$ cat config.mk
export PLATFORM = sky130hd
export DESIGN_NAME = frame_scaler_flat
export DESIGN_NICKNAME = d
export VERILOG_FILES = /design/src/rtl/frame_scaler_pkg.sv /design/src/rtl/frame_scaler_if.sv /design/src/rtl/frame_scaler_delay_line.sv /design/src/rtl/frame_scaler.sv /design/src/flat_wrapper.sv
export SDC_FILE = /design/constraint.sdc
export NUM_CORES = 1
export LEC_CHECK = 0
export CELL_PAD_IN_SITES_DETAIL_PLACEMENT = 0
export CELL_PAD_IN_SITES_GLOBAL_PLACEMENT = 2
export CORE_MARGIN = 1.5
export CORE_UTILIZATION = 25
export CTS_CLUSTER_DIAMETER = 40
export DETAILED_ROUTE_END_ITERATION = 7
export GPL_ROUTABILITY_DRIVEN = 0
export PLACE_DENSITY = 0.72
export SKIP_CTS_REPAIR_TIMING = 1
export SLEW_MARGIN = 0
export SYNTH_ARGS = -nofsm -noshare
export SYNTH_HDL_FRONTEND = slang
export SYNTH_SLANG_ARGS = --single-unit
$ cat constraint.sdc
create_clock -name clk -period 5.9 [get_ports clk]
set_input_delay 1.475 -clock clk [delete_from_list [all_inputs] [get_ports clk]]
set_output_delay 1.475 -clock clk [all_outputs]
set_load 0.005 [all_outputs]
$ cat src/rtl/frame_scaler_pkg.sv
// frame_scaler_pkg
//   Shared definitions for the frame scaler: mode encodings, FSM states and
//   small helpers that turn a mode into a scale shift and output dimensions.
//   Imported by the interface, the delay line and the top.
package frame_scaler_pkg;

  // Mode encodings as presented on the 3-bit mode input; 5..7 are invalid.
  localparam logic [2:0] MODE_COPY = 3'd0;
  localparam logic [2:0] MODE_UP2  = 3'd1;
  localparam logic [2:0] MODE_UP4  = 3'd2;
  localparam logic [2:0] MODE_DN2  = 3'd3;
  localparam logic [2:0] MODE_DN4  = 3'd4;

  typedef enum logic [1:0] {
    ST_IDLE  = 2'd0,
    ST_RUN   = 2'd1,
    ST_DRAIN = 2'd2,
    ST_DONE  = 2'd3
  } state_e;

  function automatic logic mode_valid(input logic [2:0] m);
    return m <= MODE_DN4;
  endfunction

  function automatic logic mode_is_down(input logic [2:0] m);
    return (m == MODE_DN2) || (m == MODE_DN4);
  endfunction

  // log2 of the scale factor; copy (and anything invalid) is factor 1.
  function automatic logic [1:0] mode_shift(input logic [2:0] m);
    case (m)
      MODE_UP2, MODE_DN2: return 2'd1;
      MODE_UP4, MODE_DN4: return 2'd2;
      default:            return 2'd0;
    endcase
  endfunction

  // Output extent along one axis for a source extent of dim pixels.
  function automatic int unsigned scaled_dim(input int unsigned dim, input logic [2:0] m);
    case (m)
      MODE_COPY: return dim;
      MODE_UP2:  return dim * 2;
      MODE_UP4:  return dim * 4;
      MODE_DN2:  return dim / 2;
      MODE_DN4:  return dim / 4;
      default:   return dim;
    endcase
  endfunction

endpackage

$ cat src/rtl/frame_scaler_if.sv
// frame_scaler_if
//   Bundles the control handshake and the ROM-read / RAM-write buses of the
//   frame scaler.
//   master : the scaler (drives rom_addr, ram_*, busy, done, err)
//   slave  : the environment (drives start, mode, pixel_rom)
//   Signals:
//     start, mode         frame request and scale mode
//     rom_addr, pixel_rom source image read address / returned pixel
//     ram_addr, ram_data, ram_we  framebuffer write port
//     busy, done, err     status levels
interface frame_scaler_if #(
  parameter int unsigned PIX_W  = 8,
  parameter int unsigned ADDR_W = 19
);
  logic              start;
  logic [2:0]        mode;
  logic [ADDR_W-1:0] rom_addr;
  logic [PIX_W-1:0]  pixel_rom;
  logic [ADDR_W-1:0] ram_addr;
  logic [PIX_W-1:0]  ram_data;
  logic              ram_we;
  logic              busy;
  logic              done;
  logic              err;

  modport master (
    input  start, mode, pixel_rom,
    output rom_addr, ram_addr, ram_data, ram_we, busy, done, err
  );

  modport slave (
    output start, mode, pixel_rom,
    input  rom_addr, ram_addr, ram_data, ram_we, busy, done, err
  );
endinterface

$ cat src/rtl/frame_scaler_delay_line.sv
// scaler_delay_line
//   DEPTH-stage register chain used to delay the write strobe and write
//   address so they line up with pixel data returning from the ROM.
//   All stages clear on reset so a reset drops the strobe immediately.
//   Ports:
//     clk, rst  clock / asynchronous active-high reset
//     d         value entering the chain
//     q         value leaving the chain DEPTH cycles later
module scaler_delay_line #(
  parameter int unsigned DEPTH = 1,
  parameter int unsigned W     = 1
) (
  input  logic         clk,
  input  logic         rst,
  input  logic [W-1:0] d,
  output logic [W-1:0] q
);

  for (genvar gi = 0; gi < DEPTH; gi++) begin : g_stage
    logic [W-1:0] q_reg;
    logic [W-1:0] d_in;

    if (gi == 0) begin : g_head
      assign d_in = d;
    end else begin : g_tail
      assign d_in = g_stage[gi-1].q_reg;
    end

    always_ff @(posedge clk or posedge rst) begin
      if (rst) begin
        q_reg <= '0;
      end else begin
        q_reg <= d_in;
      end
    end
  end

  assign q = g_stage[DEPTH-1].q_reg;

endmodule

$ cat src/rtl/frame_scaler.sv
// frame_scaler
//   Streams a stored source image out of a ROM into a framebuffer RAM,
//   rescaling on the fly: 1:1 copy, nearest-neighbour upscale x2/x4, or
//   decimating downscale /2 and /4. One source address is issued per cycle in
//   output raster order; the write strobe/address are delayed by the ROM
//   latency so each RAM write carries the pixel of its own address.
//   Optional build macro SCALER_CENTER_EN: when defined the image is centred in
//   the framebuffer (offset computed at start from the requested mode); when
//   undefined the image is anchored at framebuffer address 0.
//   Ports:
//     clk   system clock
//     rst   asynchronous reset, active-high
//     bus   frame_scaler_if.master: start/mode in, rom_addr out, pixel_rom in,
//           ram_addr/ram_data/ram_we out, busy/done/err status out
module frame_scaler
  import frame_scaler_pkg::*;
#(
  parameter int unsigned IN_W    = 160,
  parameter int unsigned IN_H    = 120,
  parameter int unsigned FB_W    = 640,
  parameter int unsigned FB_H    = 480,
  parameter int unsigned PIX_W   = 8,
  parameter int unsigned ADDR_W  = 19,
  parameter int unsigned ROM_LAT = 1
) (
  input logic            clk,
  input logic            rst,
  frame_scaler_if.master bus
);

  // The largest output (x4) must fit the framebuffer, the framebuffer must
  // fit the address space, and the ROM latency is bounded by the drain counter.
  if ((IN_W * 4 > FB_W) || (IN_H * 4 > FB_H)) begin : g_size_err
    $error("frame_scaler: x4 upscaled image exceeds framebuffer");
  end
  if (FB_W * FB_H > (1 << ADDR_W)) begin : g_addr_err
    $error("frame_scaler: framebuffer does not fit ADDR_W");
  end
  if ((ROM_LAT < 1) || (ROM_LAT > 4)) begin : g_lat_err
    $error("frame_scaler: ROM_LAT must be 1..4");
  end

  state_e            state_reg, state_next;
  logic [2:0]        mode_reg;
  logic              err_reg;
  logic [ADDR_W-1:0] x_out_reg, y_out_reg;
  logic [ADDR_W-1:0] src_base_reg;   // y_src * IN_W
  logic [ADDR_W-1:0] dst_base_reg;   // y_out * FB_W
  logic [2:0]        drain_reg;

  logic [1:0]        shift;
  logic              down;
  logic [ADDR_W-1:0] out_w, out_h;
  logic [ADDR_W-1:0] x_src;
  logic [ADDR_W-1:0] y_next;
  logic [ADDR_W-1:0] src_row_step;
  logic              src_row_adv;
  logic              last_x, last_y;
  logic              accept_start, mode_ok;
  logic [ADDR_W-1:0] offset;
  logic              run;
  logic [ADDR_W:0]   dl_d, dl_q;
  logic [PIX_W-1:0]  pix;

  assign accept_start = bus.start && ((state_reg == ST_IDLE) || (state_reg == ST_DONE));
  assign mode_ok      = mode_valid(bus.mode);
  assign run          = (state_reg == ST_RUN);

  always_comb begin
    shift        = mode_shift(mode_reg);
    down         = mode_is_down(mode_reg);
    out_w        = ADDR_W'(scaled_dim(IN_W, mode_reg));
    out_h        = ADDR_W'(scaled_dim(IN_H, mode_reg));
    x_src        = down ? (x_out_reg << shift) : (x_out_reg >> shift);
    y_next       = y_out_reg + 1'b1;
    // Upscaling repeats each source row 2^shift times, so the source row base
    // only moves when the next output row index is a multiple of the factor.
    // Downscaling skips 2^shift source rows on every output row.
    src_row_adv  = down || ((y_next & ((ADDR_W'(1) << shift) - 1'b1)) == '0);
    src_row_step = down ? (ADDR_W'(IN_W) << shift) : ADDR_W'(IN_W);
    last_x       = (x_out_reg == out_w - 1'b1);
    last_y       = (y_out_reg == out_h - 1'b1);
  end

  // FSM state register
  always_ff @(posedge clk or posedge rst) begin
    if (rst) begin
      state_reg <= ST_IDLE;
    end else begin
      state_reg <= state_next;
    end
  end

  // FSM next state
  always_comb begin
    state_next = state_reg;
    case (state_reg)
      ST_IDLE, ST_DONE: begin
        if (accept_start) begin
          state_next = mode_ok ? ST_RUN : ST_DONE;
        end
      end
      ST_RUN: begin
        if (last_x && last_y) begin
          state_next = ST_DRAIN;
        end
      end
      ST_DRAIN: begin
        if (drain_reg == 3'(ROM_LAT - 1)) begin
          state_next = ST_DONE;
        end
      end
      default: state_next = ST_IDLE;
    endcase
  end

  // Counters and row-base accumulators
  always_ff @(posedge clk or posedge rst) begin
    if (rst) begin
      mode_reg     <= MODE_COPY;
      err_reg      <= 1'b0;
      x_out_reg    <= '0;
      y_out_reg    <= '0;
      src_base_reg <= '0;
      dst_base_reg <= '0;
      drain_reg    <= '0;
    end else if (accept_start) begin
      mode_reg     <= bus.mode;
      err_reg      <= !mode_ok;
      x_out_reg    <= '0;
      y_out_reg    <= '0;
      src_base_reg <= '0;
      dst_base_reg <= '0;
      drain_reg    <= '0;
    end else if (state_reg == ST_RUN) begin
      if (last_x) begin
        x_out_reg    <= '0;
        y_out_reg    <= y_next;
        dst_base_reg <= dst_base_reg + ADDR_W'(FB_W);
        if (src_row_adv) begin
          src_base_reg <= src_base_reg + src_row_step;
        end
      end else begin
        x_out_reg <= x_out_reg + 1'b1;
      end
    end else if (state_reg == ST_DRAIN) begin
      drain_reg <= drain_reg + 1'b1;
    end
  end

`ifdef SCALER_CENTER_EN
  // Centring offset for the mode being started; constant-factor arithmetic
  // evaluated once per frame.
  function automatic logic [ADDR_W-1:0] centre_offset(input logic [2:0] m);
    int unsigned w;
    int unsigned h;
    w = scaled_dim(IN_W, m);
    h = scaled_dim(IN_H, m);
    return ADDR_W'(((FB_H - h) / 2) * FB_W + (FB_W - w) / 2);
  endfunction

  logic [ADDR_W-1:0] offset_reg;

  always_ff @(posedge clk or posedge rst) begin
    if (rst) begin
      offset_reg <= '0;
    end else if (accept_start) begin
      offset_reg <= centre_offset(bus.mode);
    end
  end

  assign offset = offset_reg;
`else
  assign offset = '0;
`endif

  // Write strobe and address leave the counters in the same cycle as the ROM
  // address and are delayed to meet the returning pixel.
  assign dl_d = run ? {1'b1, offset + dst_base_reg + x_out_reg} : '0;

  scaler_delay_line #(
    .DEPTH (ROM_LAT),
    .W     (ADDR_W + 1)
  ) u_delay (
    .clk (clk),
    .rst (rst),
    .d   (dl_d),
    .q   (dl_q)
  );

  assign pix          = bus.pixel_rom;
  assign bus.rom_addr = run ? (src_base_reg + x_src) : '0;
  assign bus.ram_we   = dl_q[ADDR_W];
  assign bus.ram_addr = dl_q[ADDR_W-1:0];
  assign bus.ram_data = dl_q[ADDR_W] ? pix : '0;
  assign bus.busy     = (state_reg == ST_RUN) || (state_reg == ST_DRAIN);
  assign bus.done     = (state_reg == ST_DONE);
  assign bus.err      = (state_reg == ST_DONE) && err_reg;

endmodule
$ cat src/flat_wrapper.sv
// flat-port wrapper written by rule: the top's interface ports become plain ports
module frame_scaler_flat import frame_scaler_pkg::*;
#(
  parameter int unsigned IN_W    = 160,
  parameter int unsigned IN_H    = 120,
  parameter int unsigned FB_W    = 640,
  parameter int unsigned FB_H    = 480,
  parameter int unsigned PIX_W   = 8,
  parameter int unsigned ADDR_W  = 19,
  parameter int unsigned ROM_LAT = 1
)
  (clk, rst, bus_start, bus_mode, bus_pixel_rom, bus_rom_addr, bus_ram_addr, bus_ram_data, bus_ram_we, bus_busy, bus_done, bus_err);
  frame_scaler_if #(.PIX_W(PIX_W), .ADDR_W(ADDR_W)) bus_i ();
  input logic clk;
  input logic rst;
  input wire logic [$bits(bus_i.start)-1:0] bus_start;
  input wire logic [$bits(bus_i.mode)-1:0] bus_mode;
  input wire logic [$bits(bus_i.pixel_rom)-1:0] bus_pixel_rom;
  output wire logic [$bits(bus_i.rom_addr)-1:0] bus_rom_addr;
  output wire logic [$bits(bus_i.ram_addr)-1:0] bus_ram_addr;
  output wire logic [$bits(bus_i.ram_data)-1:0] bus_ram_data;
  output wire logic [$bits(bus_i.ram_we)-1:0] bus_ram_we;
  output wire logic [$bits(bus_i.busy)-1:0] bus_busy;
  output wire logic [$bits(bus_i.done)-1:0] bus_done;
  output wire logic [$bits(bus_i.err)-1:0] bus_err;
  assign bus_i.start = bus_start;
  assign bus_i.mode = bus_mode;
  assign bus_i.pixel_rom = bus_pixel_rom;
  assign bus_rom_addr = bus_i.rom_addr;
  assign bus_ram_addr = bus_i.ram_addr;
  assign bus_ram_data = bus_i.ram_data;
  assign bus_ram_we = bus_i.ram_we;
  assign bus_busy = bus_i.busy;
  assign bus_done = bus_i.done;
  assign bus_err = bus_i.err;
  frame_scaler #(.IN_W(IN_W), .IN_H(IN_H), .FB_W(FB_W), .FB_H(FB_H), .PIX_W(PIX_W), .ADDR_W(ADDR_W), .ROM_LAT(ROM_LAT)) u_core (.clk(clk), .rst(rst), .bus(bus_i));
endmodule
==> impl_results.html <==
<table>
<tr><th>Metric</th><th>Value</th></tr>
<tr><th colspan="2">Outcome</th></tr>
<tr><td>Result of the run</td><td>finished clean</td></tr>
<tr><th colspan="2">Clock network</th></tr>
<tr><td>H-tree levels</td><td>3</td></tr>
<tr><td>Clock slew seen by the registers of the worst setup and hold paths</td><td>0.07 ns</td></tr>
<tr><td>Clock tree sinks</td><td>93</td></tr>
<tr><td>Num CTS Buffers</td><td>9</td></tr>
<tr><td>Number of buffers between clock root and the deepest sink</td><td>2</td></tr>
<tr><td>CTS tree</td><td>built</td></tr>
<tr><td>CTS Root Cell</td><td>sky130_fd_sc_hd__clkbuf_16</td></tr>
<tr><td>Clock latency at the later pin of the worst-skew pair</td><td>0.36 ns</td></tr>
<tr><th colspan="2">Pwr</th></tr>
<tr><td>Logic gate share of total power</td><td>52.3%</td></tr>
<tr><td>Sequential cell fraction of total power</td><td>25.6%</td></tr>
<tr><td>Internal power</td><td>1.750 mW</td></tr>
<tr><td>Net switching share of the total power</td><td>43.90%</td></tr>
<tr><td>Switching power</td><td>roughly 1.4 mW</td></tr>
<tr><td>VDD IR-drop max</td><td>approximately 0.17 mV</td></tr>
<tr><td>Relative contribution of the clock network to total power</td><td>between 20% and 30%</td></tr>
<tr><td>Leakage dissipation</td><td>3.589 nW</td></tr>
<tr><td>Power density cells</td><td>369.3 mW/mm2</td></tr>
<tr><th colspan="2">Die</th></tr>
<tr><td>Site row count</td><td>61</td></tr>
<tr><td>Placeable core region</td><td>0.02771 mm2</td></tr>
<tr><td>Die extent in x</td><td>170.7 um</td></tr>
<tr><td>Die area</td><td>just under 0.03 mm2</td></tr>
<tr><td>I/O pin count</td><td>between 60 and 70</td></tr>
<tr><td>Starting density of the core</td><td>25.38%</td></tr>
<tr><td>Vertical die dimension</td><td>170.7 um</td></tr>
<tr><th colspan="2">Placed design</th></tr>
<tr><td>Total placed instance area</td><td>0.008087 mm2</td></tr>
<tr><td>Port-buffer cells</td><td>63</td></tr>
<tr><td>Half-perimeter wire length of the detailed placement result</td><td>14,960 um</td></tr>
<tr><td>Placed insts</td><td>1,271</td></tr>
<tr><th colspan="2">Critical path</th></tr>
<tr><td>Worst path max stage delay</td><td>0.52 ns</td></tr>
<tr><td>Worst path cell trace</td><td>or3b_4 -&gt; ha_1 -&gt; buf_4 -&gt; a21o_1 -&gt; ha_1 -&gt; a21o_1 -&gt; a21o_1 -&gt; a2111oi_2 -&gt; o21bai_1 -&gt; a21oi_1 -&gt; xor2_1 -&gt; nor2_1 -&gt; clkdlybuf4s50_1</td></tr>
<tr><td>Category of the worst setup path capture point</td><td>primary output</td></tr>
<tr><td>Max FO, Critical Path</td><td>22</td></tr>
<tr><td>Type of the worst setup path</td><td>reg -&gt; out</td></tr>
<tr><td>Cell class contributing the biggest share of worst-path delay</td><td>compound AO/OA/AOI/OAI gates</td></tr>
<tr><td>Startpoint type of the worst setup path</td><td>register</td></tr>
<tr><td>Slowest CP cell</td><td>sky130_fd_sc_hd__clkdlybuf4s50_1</td></tr>
<tr><td>WP data arrival</td><td>between 4 and 5 ns</td></tr>
<tr><td>CP dominant cell by count</td><td>sky130_fd_sc_hd__a21o_1</td></tr>
<tr><td>Combined buffer and inverter count along the critical path</td><td>2</td></tr>
<tr><td>Worst reg2reg path depth</td><td>11</td></tr>
<tr><td>CP Depth</td><td>13</td></tr>
<tr><td>Data required time at the worst endpoint</td><td>4.43 ns</td></tr>
<tr><th colspan="2">Global routing</th></tr>
<tr><td>Via count of the first global-routing pass</td><td>6,273</td></tr>
<tr><td>Gr usage total</td><td>14.71%</td></tr>
<tr><td>Global-route wire length before repair</td><td>33,760 um</td></tr>
<tr><td>Congestion Overflow GR</td><td>0</td></tr>
<tr><td>Initial antenna violation count</td><td>0</td></tr>
<tr><td>Maximum number of pins on one net before global-route repair</td><td>72</td></tr>
<tr><th colspan="2">Yosys</th></tr>
<tr><td>Gate Count Post-Synth</td><td>between 800 and 900</td></tr>
<tr><td>Number of flops mapped to enable cells by yosys</td><td>0</td></tr>
<tr><td>Post-synth top cells</td><td>93 x sky130_fd_sc_hd__dfrtp_1, 92 x sky130_fd_sc_hd__nor2_1, 89 x sky130_fd_sc_hd__nand2_1, 63 x sky130_fd_sc_hd__a21oi_1, 44 x sky130_fd_sc_hd__o21ai_0</td></tr>
<tr><td>Post-synthesis area per instance</td><td>8.137 um2</td></tr>
<tr><td>FF+latch count, synth</td><td>93</td></tr>
<tr><td>Netlist Area Pre-Place</td><td>0.007030 mm2</td></tr>
<tr><td>Most frequently used cell type in the post-synthesis netlist</td><td>sky130_fd_sc_hd__dfrtp_1</td></tr>
<tr><td>Number of warnings printed during yosys synthesis</td><td>0</td></tr>
<tr><td>Most used flip-flop cell after synthesis</td><td>sky130_fd_sc_hd__dfrtp_1</td></tr>
<tr><td>Count of unique library cells instantiated by Yosys</td><td>63</td></tr>
<tr><td>Syn nets</td><td>between 900 and 1,000</td></tr>
<tr><td>Cell type with the largest total area after synthesis</td><td>sky130_fd_sc_hd__dfrtp_1</td></tr>
<tr><td>Share of flip-flops with an asynchronous set or reset after synthesis</td><td>100.0%</td></tr>
<tr><td>Top cells by area, synth</td><td>sky130_fd_sc_hd__dfrtp_1 33%, sky130_fd_sc_hd__ha_1 7.5%, sky130_fd_sc_hd__nor2_1 4.9%</td></tr>
<tr><td>Sequential share of the synthesized area</td><td>around a third</td></tr>
<tr><td>Area share of the largest cell type after synthesis</td><td>33.10%</td></tr>
<tr><th colspan="2">Timing</th></tr>
<tr><td>Highest clock rate</td><td>between 0.15 and 0.2 GHz</td></tr>
<tr><td>Setup violations, final</td><td>0</td></tr>
<tr><td>Final Hold Vio Count</td><td>0</td></tr>
<tr><td>Least-Margin Pin Slew</td><td>between 0.9 and 1 ns</td></tr>
<tr><td>Skew final</td><td>roughly 0.013 ns</td></tr>
<tr><td>Ratio of final minimum period to clock period</td><td>a little over nine tenths</td></tr>
<tr><td>Unrepaired setup endpoints after global routing</td><td>false</td></tr>
<tr><td>Final max-slew violation count</td><td>0</td></tr>
<tr><td>Shortest clock period the worst path allows after layout</td><td>5.662 ns</td></tr>
<tr><td>Relative slew slack</td><td>between 30% and 40%</td></tr>
<tr><th colspan="2">Final layout</th></tr>
<tr><td>Post-route insts no fill</td><td>1,287</td></tr>
<tr><td>Total Nets Final</td><td>a little under 1,000</td></tr>
<tr><td>Area grow syn2layout</td><td>20.16%</td></tr>
<tr><td>Number of flip-flops in the largest register</td><td>20</td></tr>
<tr><td>Number of inserted diodes</td><td>0</td></tr>
<tr><td>Design Area, Final</td><td>0.008448 mm2</td></tr>
<tr><td>Proportion of layout cells with a drive suffix above 1</td><td>6.051%</td></tr>
<tr><th colspan="2">Hold path</th></tr>
<tr><td>Number of cells on the worst hold path</td><td>1</td></tr>
<tr><td>Hold Crit Class</td><td>reg -&gt; reg</td></tr>
<tr><th colspan="2">Detailed routing</th></tr>
<tr><td>Met1 routed wirelength after detailed routing</td><td>9768 um</td></tr>
<tr><td>Met2 wire length</td><td>10,050 um</td></tr>
<tr><td>Final routed DRC violation total</td><td>0</td></tr>
<tr><td>Initial DRC count</td><td>324</td></tr>
<tr><td>Top Layer Used</td><td>met4</td></tr>
<tr><td>Detailed Route WL</td><td>20,590 um</td></tr>
<tr><td>Via count</td><td>6,406</td></tr>
<tr><td>First drt pass iteration count</td><td>5</td></tr>
<tr><td>Post-detailed-route count of antenna-violating nets</td><td>0</td></tr>
<tr><td>Number of vias per cell</td><td>4.977</td></tr>
<tr><td>Routed met3 length</td><td>538 um</td></tr>
<tr><td>Post-detailed-route wirelength per cell</td><td>around 16 um</td></tr>
<tr><th colspan="2">Flow run</th></tr>
<tr><td>Reported max-cap violation count</td><td>0</td></tr>
</table>
worst reg2reg max path, stage by stage (launching register included):
cell and delay, ns:
sky130_fd_sc_hd__dfrtp_2 0.51, sky130_fd_sc_hd__or3b_4 0.48, sky130_fd_sc_hd__ha_1 0.24, sky130_fd_sc_hd__buf_4 0.17, sky130_fd_sc_hd__buf_4 0.21, sky130_fd_sc_hd__nor2b_1 0.21
sky130_fd_sc_hd__nand4b_1 0.17, sky130_fd_sc_hd__a311o_1 0.39, sky130_fd_sc_hd__nor4_4 0.57, sky130_fd_sc_hd__nand3_1 0.46, sky130_fd_sc_hd__or4_1 0.62, sky130_fd_sc_hd__a21oi_1 0.16
layout make-up:
class	instances	area (um2)
Fill cell	2966	19260
Multi-Input combinational cell	689	4399
Sequential cell	93	2330
Timing Repair Buffer	88	818.3
Tap cell	378	473.0
Clock buffer	9	225.2
Clock inverter	7	113.9
Inverter	23	88.84
routing by layer:
layer  vias to the layer above  global-route usage (%)
met3                        18                   1.804
li1                       3200                       -
met5                         -                       0
met1                      3093                   19.37
met2                        95                   25.68
met4                         0                   3.155
cell families after synthesis:
logic type                 synth area share [%]
buffers and inverters                     4.627
DFF                                       33.10
muxes                                     2.153
and+or+nand+nor                           25.50
xor gates and xnor gates                  6.104
AOI/OAI and AO/OA                         20.70
adders and majority gates                 7.759
other                                   0.05334
power by group through the flow:
stage | registers, mW | logic [mW] | clock network [mW]
after floorplan | 0.742 | 1.14 | 0
after global placement | 0.806 | 1.64 | 0
after detailed placement | 0.808 | 1.63 | 0
after CTS | 0.796 | 1.64 | 0.711
after global routing | 0.811 | 1.83 | 0.736
final | 0.798 | 1.63 | 0.690
placed cells by master, fill, tap and decap left out, drive strengths merged, types with 7 or more instances in the layout:
cell type	Yosys	layout
dfrtp	93	93
nor2	92	92
nand2	89	89
a21oi	63	63
clkdlybuf4s50	0	63
o21ai	46	46
ha	42	42
nand3	29	29
and2	29	29
xnor2	26	26
buf	17	25
xor2	23	23
inv	23	23
or3	16	16
nor3	16	16
mux2i	14	14
a31oi	14	14
a21o	14	14
or4	12	12
o31ai	12	12
nand4	12	12
nor2b	11	11
nor4	11	11
and3	10	10
nand2b	10	10
o21a	10	10
clkbuf	42	9
o211ai	8	8
a211oi	8	8
and4	7	7
a311oi	7	7
worst paths after layout:
| kind | startpoint | end | slack (ns) |
|---|---|---|---|
| setup reg to reg | u_core.mode_reg[1] | u_core.dst_base_reg[17] | 1.62 |
| min in group asynchronous | rst | u_core.u_delay.q[7] | 1.69 |
| setup / recovery | u_core.mode_reg[1] | bus_rom_addr[13] | 0.24 |
| hold / removal | u_core.drain_reg[2] | u_core.drain_reg[2] | 0.49 |
| max in group asynchronous | rst | u_core.src_base_reg[14] | 3.31 |
| hold reg to reg | u_core.drain_reg[2] | u_core.drain_reg[2] | 0.49 |
per-stage QoR:
step	setup TNS (ns)	utilization, %	total power, mW	hold slack (ns)	worst slack [ns]
2_1_floorplan	0	-	1.887	0.4453	0.1266
3_3_place_gp	0	29.19	2.451	0.4712	0.2563
3_5_place_dp	0	29.19	2.440	0.4817	0.2112
4_1_cts	-0.2848	30.41	3.148	0.4868	-0.1793
5_1_grt	0	30.49	3.380	0.5385	0.004677
6_report	0	30.49	3.119	0.4880	0.2384
Note: power is estimated with default switching activity, not from simulation.
